$ cat src/rtl/fnd_controller_if.sv
// rtl/fnd_controller_if.sv - Count input and FND pin bundle for fnd_controller
//
// Purpose : groups the value-in / display-out signals of fnd_controller.
// Signals : count    [13:0] binary value from the up/down counter (0..9999)
//           fnd_comm [3:0]  digit enables, active-low, bit i = digit i
//           fnd_font [7:0]  segments, active-low, [6:0] = g..a, [7] = dp
// Modports: master - drives count, observes the display pins
//           slave  - the controller itself
interface fnd_controller_if;
  logic [13:0] count;
  logic [3:0]  fnd_comm;
  logic [7:0]  fnd_font;

  modport master (output count, input fnd_comm, input fnd_font);
  modport slave  (input count, output fnd_comm, output fnd_font);
endinterface

$ cat src/rtl/fnd_controller.sv
// rtl/fnd_controller.sv - Binary to BCD converter and 4-digit FND scan driver
//
// Purpose : converts the 14-bit count to four BCD digits with a sequential
//           double-dabble engine (14 shift cycles) and time-multiplexes the
//           digits onto a common-anode 7-segment display. Outputs registered.
// Ports   : clk   - system clock, rising edge
//           reset - asynchronous, active-high
//           bus   - fnd_controller_if.slave (count in, fnd_comm/fnd_font out)
// Params  : CLK_HZ, SCAN_HZ - per-digit hold time is CLK_HZ/SCAN_HZ cycles (>= 2)
// Config  : FND_LZ_BLANK_EN - when defined, leading zero digits are blanked
//           (digit 0 is always shown).
module fnd_controller #(
  parameter int CLK_HZ  = 100_000_000,
  parameter int SCAN_HZ = 1000
) (
  input  logic             clk,
  input  logic             reset,
  fnd_controller_if.slave  bus
);

  localparam int DIV = CLK_HZ / SCAN_HZ;
  localparam int PW  = (DIV > 1) ? $clog2(DIV) : 1;

  typedef enum logic [1:0] {IDLE, SHIFT, DONE} state_t;

  state_t      r_state;
  state_t      w_state_next;
  logic [13:0] r_last_count;
  logic [13:0] r_shift;
  logic [15:0] r_acc;
  logic [3:0]  r_iter;
  logic [15:0] r_bcd;
  logic [PW-1:0] r_presc;
  logic [1:0]  r_idx;
  logic [3:0]  r_comm;
  logic [7:0]  r_font;

  logic [13:0] w_sat;
  logic [15:0] w_adj;
  logic [3:0]  w_digit;
  logic        w_blank;
  logic [7:0]  w_seg;
  logic        w_tick;

  assign w_sat  = (bus.count > 14'd9999) ? 14'd9999 : bus.count;
  assign w_tick = (r_presc == PW'(DIV - 1));

  // Add-3 correction on every nibble that would overflow a BCD digit when doubled.
  always_comb begin
    w_adj = r_acc;
    for (int k = 0; k < 4; k++) begin
      if (r_acc[4*k +: 4] >= 4'd5) begin
        w_adj[4*k +: 4] = r_acc[4*k +: 4] + 4'd3;
      end
    end
  end

  // Conversion FSM: state register
  always_ff @(posedge clk or posedge reset) begin
    if (reset) begin
      r_state <= IDLE;
    end else begin
      r_state <= w_state_next;
    end
  end

  // Conversion FSM: next state
  always_comb begin
    w_state_next = r_state;
    case (r_state)
      IDLE:    if (bus.count != r_last_count) w_state_next = SHIFT;
      SHIFT:   if (r_iter == 4'd13) w_state_next = DONE;
      DONE:    w_state_next = IDLE;
      default: w_state_next = IDLE;
    endcase
  end

  // Conversion datapath
  always_ff @(posedge clk or posedge reset) begin
    if (reset) begin
      r_last_count <= '0;
      r_shift      <= '0;
      r_acc        <= '0;
      r_iter       <= '0;
      r_bcd        <= '0;
    end else begin
      case (r_state)
        IDLE: begin
          if (bus.count != r_last_count) begin
            // Raw value is remembered so an out-of-range count is not reconverted forever.
            r_last_count <= bus.count;
            r_shift      <= w_sat;
            r_acc        <= '0;
            r_iter       <= '0;
          end
        end
        SHIFT: begin
          r_acc   <= (w_adj << 1) | {15'd0, r_shift[13]};
          r_shift <= {r_shift[12:0], 1'b0};
          r_iter  <= r_iter + 4'd1;
        end
        DONE: begin
          r_bcd <= r_acc;
        end
        default: ;
      endcase
    end
  end

  // Scan prescaler and digit index; free-running, independent of conversion.
  always_ff @(posedge clk or posedge reset) begin
    if (reset) begin
      r_presc <= '0;
      r_idx   <= '0;
    end else begin
      if (w_tick) begin
        r_presc <= '0;
        r_idx   <= r_idx + 2'd1;
      end else begin
        r_presc <= r_presc + PW'(1);
      end
    end
  end

  assign w_digit = r_bcd[{r_idx, 2'b00} +: 4];

`ifdef FND_LZ_BLANK_EN
  // A digit is blank when it and every higher digit are zero.
  always_comb begin
    w_blank = 1'b0;
    case (r_idx)
      2'd3: w_blank = (r_bcd[15:12] == 4'd0);
      2'd2: w_blank = (r_bcd[15:8]  == 8'd0);
      2'd1: w_blank = (r_bcd[15:4]  == 12'd0);
      default: w_blank = 1'b0;
    endcase
  end
`else
  assign w_blank = 1'b0;
`endif

  always_comb begin
    w_seg = 8'hFF;
    if (!w_blank) begin
      case (w_digit)
        4'd0: w_seg = 8'hC0;
        4'd1: w_seg = 8'hF9;
        4'd2: w_seg = 8'hA4;
        4'd3: w_seg = 8'hB0;
        4'd4: w_seg = 8'h99;
        4'd5: w_seg = 8'h92;
        4'd6: w_seg = 8'h82;
        4'd7: w_seg = 8'hF8;
        4'd8: w_seg = 8'h80;
        4'd9: w_seg = 8'h90;
        default: w_seg = 8'hFF;
      endcase
    end
  end

  // Output register: one-cycle lag behind r_bcd / r_idx.
  always_ff @(posedge clk or posedge reset) begin
    if (reset) begin
      r_comm <= 4'b1111;
      r_font <= 8'hFF;
    end else begin
      r_comm <= ~(4'b0001 << r_idx);
      r_font <= w_seg;
    end
  end

  assign bus.fnd_comm = r_comm;
  assign bus.fnd_font = r_font;

endmodule

$ cat src/flat_wrapper.sv
// flat-port wrapper written by rule: the top's interface ports become plain ports
module fnd_controller_flat 
#(
  parameter int CLK_HZ  = 100_000_000,
  parameter int SCAN_HZ = 1000
)
  (clk, reset, bus_count, bus_fnd_comm, bus_fnd_font);
  fnd_controller_if bus_i ();
  input  logic clk;
  input  logic reset;
  input wire logic [$bits(bus_i.count)-1:0] bus_count;
  output wire logic [$bits(bus_i.fnd_comm)-1:0] bus_fnd_comm;
  output wire logic [$bits(bus_i.fnd_font)-1:0] bus_fnd_font;
  assign bus_i.count = bus_count;
  assign bus_fnd_comm = bus_i.fnd_comm;
  assign bus_fnd_font = bus_i.fnd_font;
  fnd_controller #(.CLK_HZ(CLK_HZ), .SCAN_HZ(SCAN_HZ)) u_core (.clk(clk), .reset(reset), .bus(bus_i));
endmodule
$ cat config.mk
export PLATFORM = sky130hd
export DESIGN_NAME = fnd_controller_flat
export DESIGN_NICKNAME = d
export VERILOG_FILES = /design/src/rtl/fnd_controller_if.sv /design/src/rtl/fnd_controller.sv /design/src/flat_wrapper.sv
export SDC_FILE = /design/constraint.sdc
export NUM_CORES = 1
export LEC_CHECK = 0
export CORE_ASPECT_RATIO = 2
export CORE_MARGIN = 3
export CORE_UTILIZATION = 56
export CTS_BUF_LIST = sky130_fd_sc_hd__clkbuf_8
export CTS_CLUSTER_SIZE = 14
export DETAILED_ROUTE_END_ITERATION = 8
export PLACE_DENSITY = 0.79
export SYNTH_ARGS = -nofsm -noshare
export SYNTH_HDL_FRONTEND = slang
export SYNTH_SLANG_ARGS = --single-unit
$ cat constraint.sdc
create_clock -name clk -period 3.3 [get_ports clk]
set_input_delay 0.66 -clock clk [delete_from_list [all_inputs] [get_ports clk]]
set_output_delay 0.66 -clock clk [all_outputs]
set_load 0.005 [all_outputs]
==> metrics.md <==
| Metric | Value |
|---|---|
| Commonest non-fill, non-tap cell in the layout | `dfrtp_1` |
| XOR/XNOR Fraction of Synth Area | `6.933%` |
| Reg2reg start | `u_core.r_last_count[7]$_DFFE_PP0P_` |
| Hold crit path type | `register to register` |
| Max Slew Vio Count | `0` |
| Mapped Cells | `415` |
| Post-synth top area cell | `dfrtp_1` |
| # IOs | `28` |
| Avg Cell Area, Syn | `between 10 and 15 sq um` |
| CP Cell Sequence | `clkdlybuf4s50_1 -> xor2_1 -> nor4_2 -> a41oi_4 -> buf_4 -> nor2b_1 -> a221o_1` |
| Fin crit period | `2.606 ns` |
| Register area share after synthesis | `between 50% and 60%` |
| N_diodes | `0` |
| PD cells | `854.6 mW/mm^2` |
| Post-CTS resize count | `0` |
| DIE WIDTH | `between 70 and 80 um` |
| Critical path's slowest cell | `nor4_2` |
| Worst Path Required | `3.54 ns` |
| Worst R2R End | `u_core.r_shift[11]$_DFFE_PP0P_` |
| Syn Nets | `about 450` |
| Routed length per instance | `between 15 and 20 um` |
| Worst-Skew Late Latency | `roughly 0.36 ns` |
| Storage cell area | `0.002416 sq mm` |
| Fin. Hold Viols | `0` |
| Clock Sinks | `96` |
| Final Setup Violations | `0` |
| Cell Count, Final, Fillers Out | `roughly 550` |
| CP endpoint kind | `register` |
| Simple-Gate Fraction of Synth Area | `11.19%` |
| Worst hold margin | `0.4918 ns` |
| Share of cells above drive strength 1 | `16.93%` |
| Global-route wire length before repair | `around 16,000 um` |
| Drt via density | `5.848` |
| RSZ-0062 raised after global routing | `no` |
| Vias in the first global route | `roughly 3,400` |
| Multiplexer area fraction after synthesis | `between 10% and 20%` |
| Type of origin of the critical path | `input pin` |
| Setup bufs post-CTS | `0` |
| Area growth from synthesis to layout | `12.87%` |
| Routability Congestion | `roughly 0.87` |
| Worst min-delay path startpoint | `u_core.r_presc[0]$_DFF_PP0_` |
| Synth Area in Compound Gates | `approximately a tenth` |
| FILL cells | `between 600 and 700` |
| Reg-to-reg setup timing slack | `between 1 and 1.5 ns` |
| H-tree lvl count | `3` |
| F_max | `roughly 380 MHz` |
| Hold buffers post-CTS | `0` |
| Clk pin slew, worst setup/hold paths | `around 0.090 ns` |
| Violation count after the first detailed-route iteration | `approximately 170` |
| P_leak | `around 2.3 nW` |
| Most frequent cells in the layout | `85 x dfrtp_1, 31 x mux2_2, 26 x nand2_1, 26 x clkdlybuf4s50_1, 25 x nor2_1` |
| Synth top area cells | `dfrtp_1 46%, mux2_2 7.5%, dfstp_2 6.2%` |
| Fraction of the mapped netlist area in adder cells | `5.353%` |
| Setup TNS | `0 ns` |
| Crit-path max cell delay | `a little over 0.5 ns` |
| Worst-Margin Slew | `slightly above 0.6 ns` |
| Initial Util | `around three fifths` |
| CTS tree | `done` |
| Initial antenna violation count | `0` |
| Core footprint | `approximately 0.008 sq mm` |
| Synth unique cells | `47` |
| Total routed wirelength | `approximately 9000 um` |
| Die area | `approximately 0.0095 sq mm` |
| Hold depth | `1` |
| Max Cap Viol | `0` |
| Final HPWL DP | `around 6800 um` |
| Peak fanout along the critical path | `40` |
| Placed inst area | `0.005085 sq mm` |
| Asr flop ratio synth | `100.0%` |
| Final worst path period share | `78.96%` |
| Status | `finished clean` |
| VDD IR max | `0.5082 mV` |
| EDFF count, synth | `0` |
| Critical Path AT | `roughly 2.9 ns` |
| Placed Instances | `approximately 530` |
| Final Cell Area | `0.005276 sq mm` |
| Clock buffer depth | `2` |
| Netlist Area Pre-Place | `about 0.0047 sq mm` |
| Clk root buf | `clkbuf_8` |
| Drt first pass iters | `4` |
| Synth Register Bits | `96` |
| Slew HR | `59.12%` |
| Final net count | `480` |
| Clock skew | `between 0.008 and 0.009 ns` |
| I/O Buffers | `26` |
| Grt ovf | `0` |
| Die Ht | `around 140 um` |
| Via count | `~3,200` |
| Detail Route Antenna Nets | `0` |
| Multi-input logic area | `0.002098 sq mm` |
| Top cell type's share of synthesized area | `between 40% and 50%` |
| Largest family of logic cells by synthesized area | `simple AND/OR/NAND/NOR gates` |
| Hold Path Sink | `u_core.r_presc[0]$_DFF_PP0_` |
| Inserted Clock Buffers | `9` |
| Ys flop type | `dfrtp_1` |
| FP Rows | `between 40 and 50` |
| Largest net degree at the start of global routing | `43` |
| Worst setup path class | `input pin to register` |
| Synthesis Warnings | `0` |
| Gr usage total | `20.71%` |
| Drt drc | `0` |
| R2R cell count | `6` |
[worst max-delay path: cells and delay by family]
family | cells | cell delay, ns
compound gates | 2 | 0.49
xor+xnor | 1 | 0.18
buf+inv | 2 | 0.78
simple gates | 2 | 0.73
[cells in the mapped netlist, types with 11 or more instances]
cell and number:
nor2_1 25, inv_1 22, a21oi_1 19, xnor2_1 14, clkbuf_1 13, ha_1 20, nand2_1 26, mux2_2 31
o22ai_1 12, dfrtp_1 85, o21ai_0 13, dfstp_2 11, xor2_1 23
[worst max path at each step]
stage	from	endpoint	slack [ns]	depth (start not counted)
2_1_floorplan	reset	u_core.r_acc[0]$_DFFE_PP0P_	0.15	1
3_3_place_gp	bus_count[7]	u_core.r_shift[12]$_DFFE_PP0P_	0.45	7
3_5_place_dp	bus_count[7]	u_core.r_shift[11]$_DFFE_PP0P_	0.36	7
4_1_cts	bus_count[7]	u_core.r_shift[11]$_DFFE_PP0P_	0.72	7
5_1_grt	bus_count[7]	u_core.r_shift[12]$_DFFE_PP0P_	0.63	7
6_report	bus_count[7]	u_core.r_shift[11]$_DFFE_PP0P_	0.69	7
[metal layers]
metal,share of wire (%),GRT usage (%),vias to the layer above
met2,58,39.67,71
met5,0,0,-
met3,2.9,3.418,26
met1,35,21.05,1583
met4,4.6,10.25,0
li1,-,-,1507
[layout make-up]
type,count,area share (%)
Inverter,23,1.660
Tap cell,96,2.276
Timing Repair Buffer,38,6.877
Multi-Input combinational cell,276,39.77
Clock inverter,6,1.020
Clock buffer,10,2.608
Sequential cell,96,45.79
[cell families (layout without fill, tap and decap cells)]
family | count (synthesis) | count (layout)
AOI/OAI and AO/OA | 72 | 72
and+or+nand+nor | 103 | 103
adders and majority gates | 20 | 20
muxes | 43 | 43
DFF | 96 | 96
buffers and inverters | 43 | 77
other | 1 | 1
xor gates and xnor gates | 37 | 37
[sequential cells by signal, indices dropped and copies added (netlist names)]
name and cells:
u_core.r_presc 17, u_core.r_acc 16, u_core.r_bcd 16, u_core.r_last_count 14, u_core.r_shift 14, u_core.bus.fnd_font 7, u_core.bus.fnd_comm 4, u_core.r_iter 4
u_core.r_idx 2, u_core.r_state 2
[report_power, final]
part	switching, mW	internal (mW)
Sequential	0.321	1.63
Combinational	0.923	0.886
Clock	0.392	0.362
Total	1.64	2.87
[stage by stage]
stage | setup WS [ns] | util, % | total power [mW]
2_1_floorplan | 0.1528 | - | 3.249
3_3_place_gp | 0.4470 | 63.56 | 3.663
3_5_place_dp | 0.3553 | 63.56 | 3.785
4_1_cts | 0.7179 | 65.95 | 4.533
5_1_grt | 0.6339 | 65.95 | 4.820
6_report | 0.6944 | 65.95 | 4.509
Note: power is estimated with default switching activity, not from simulation.
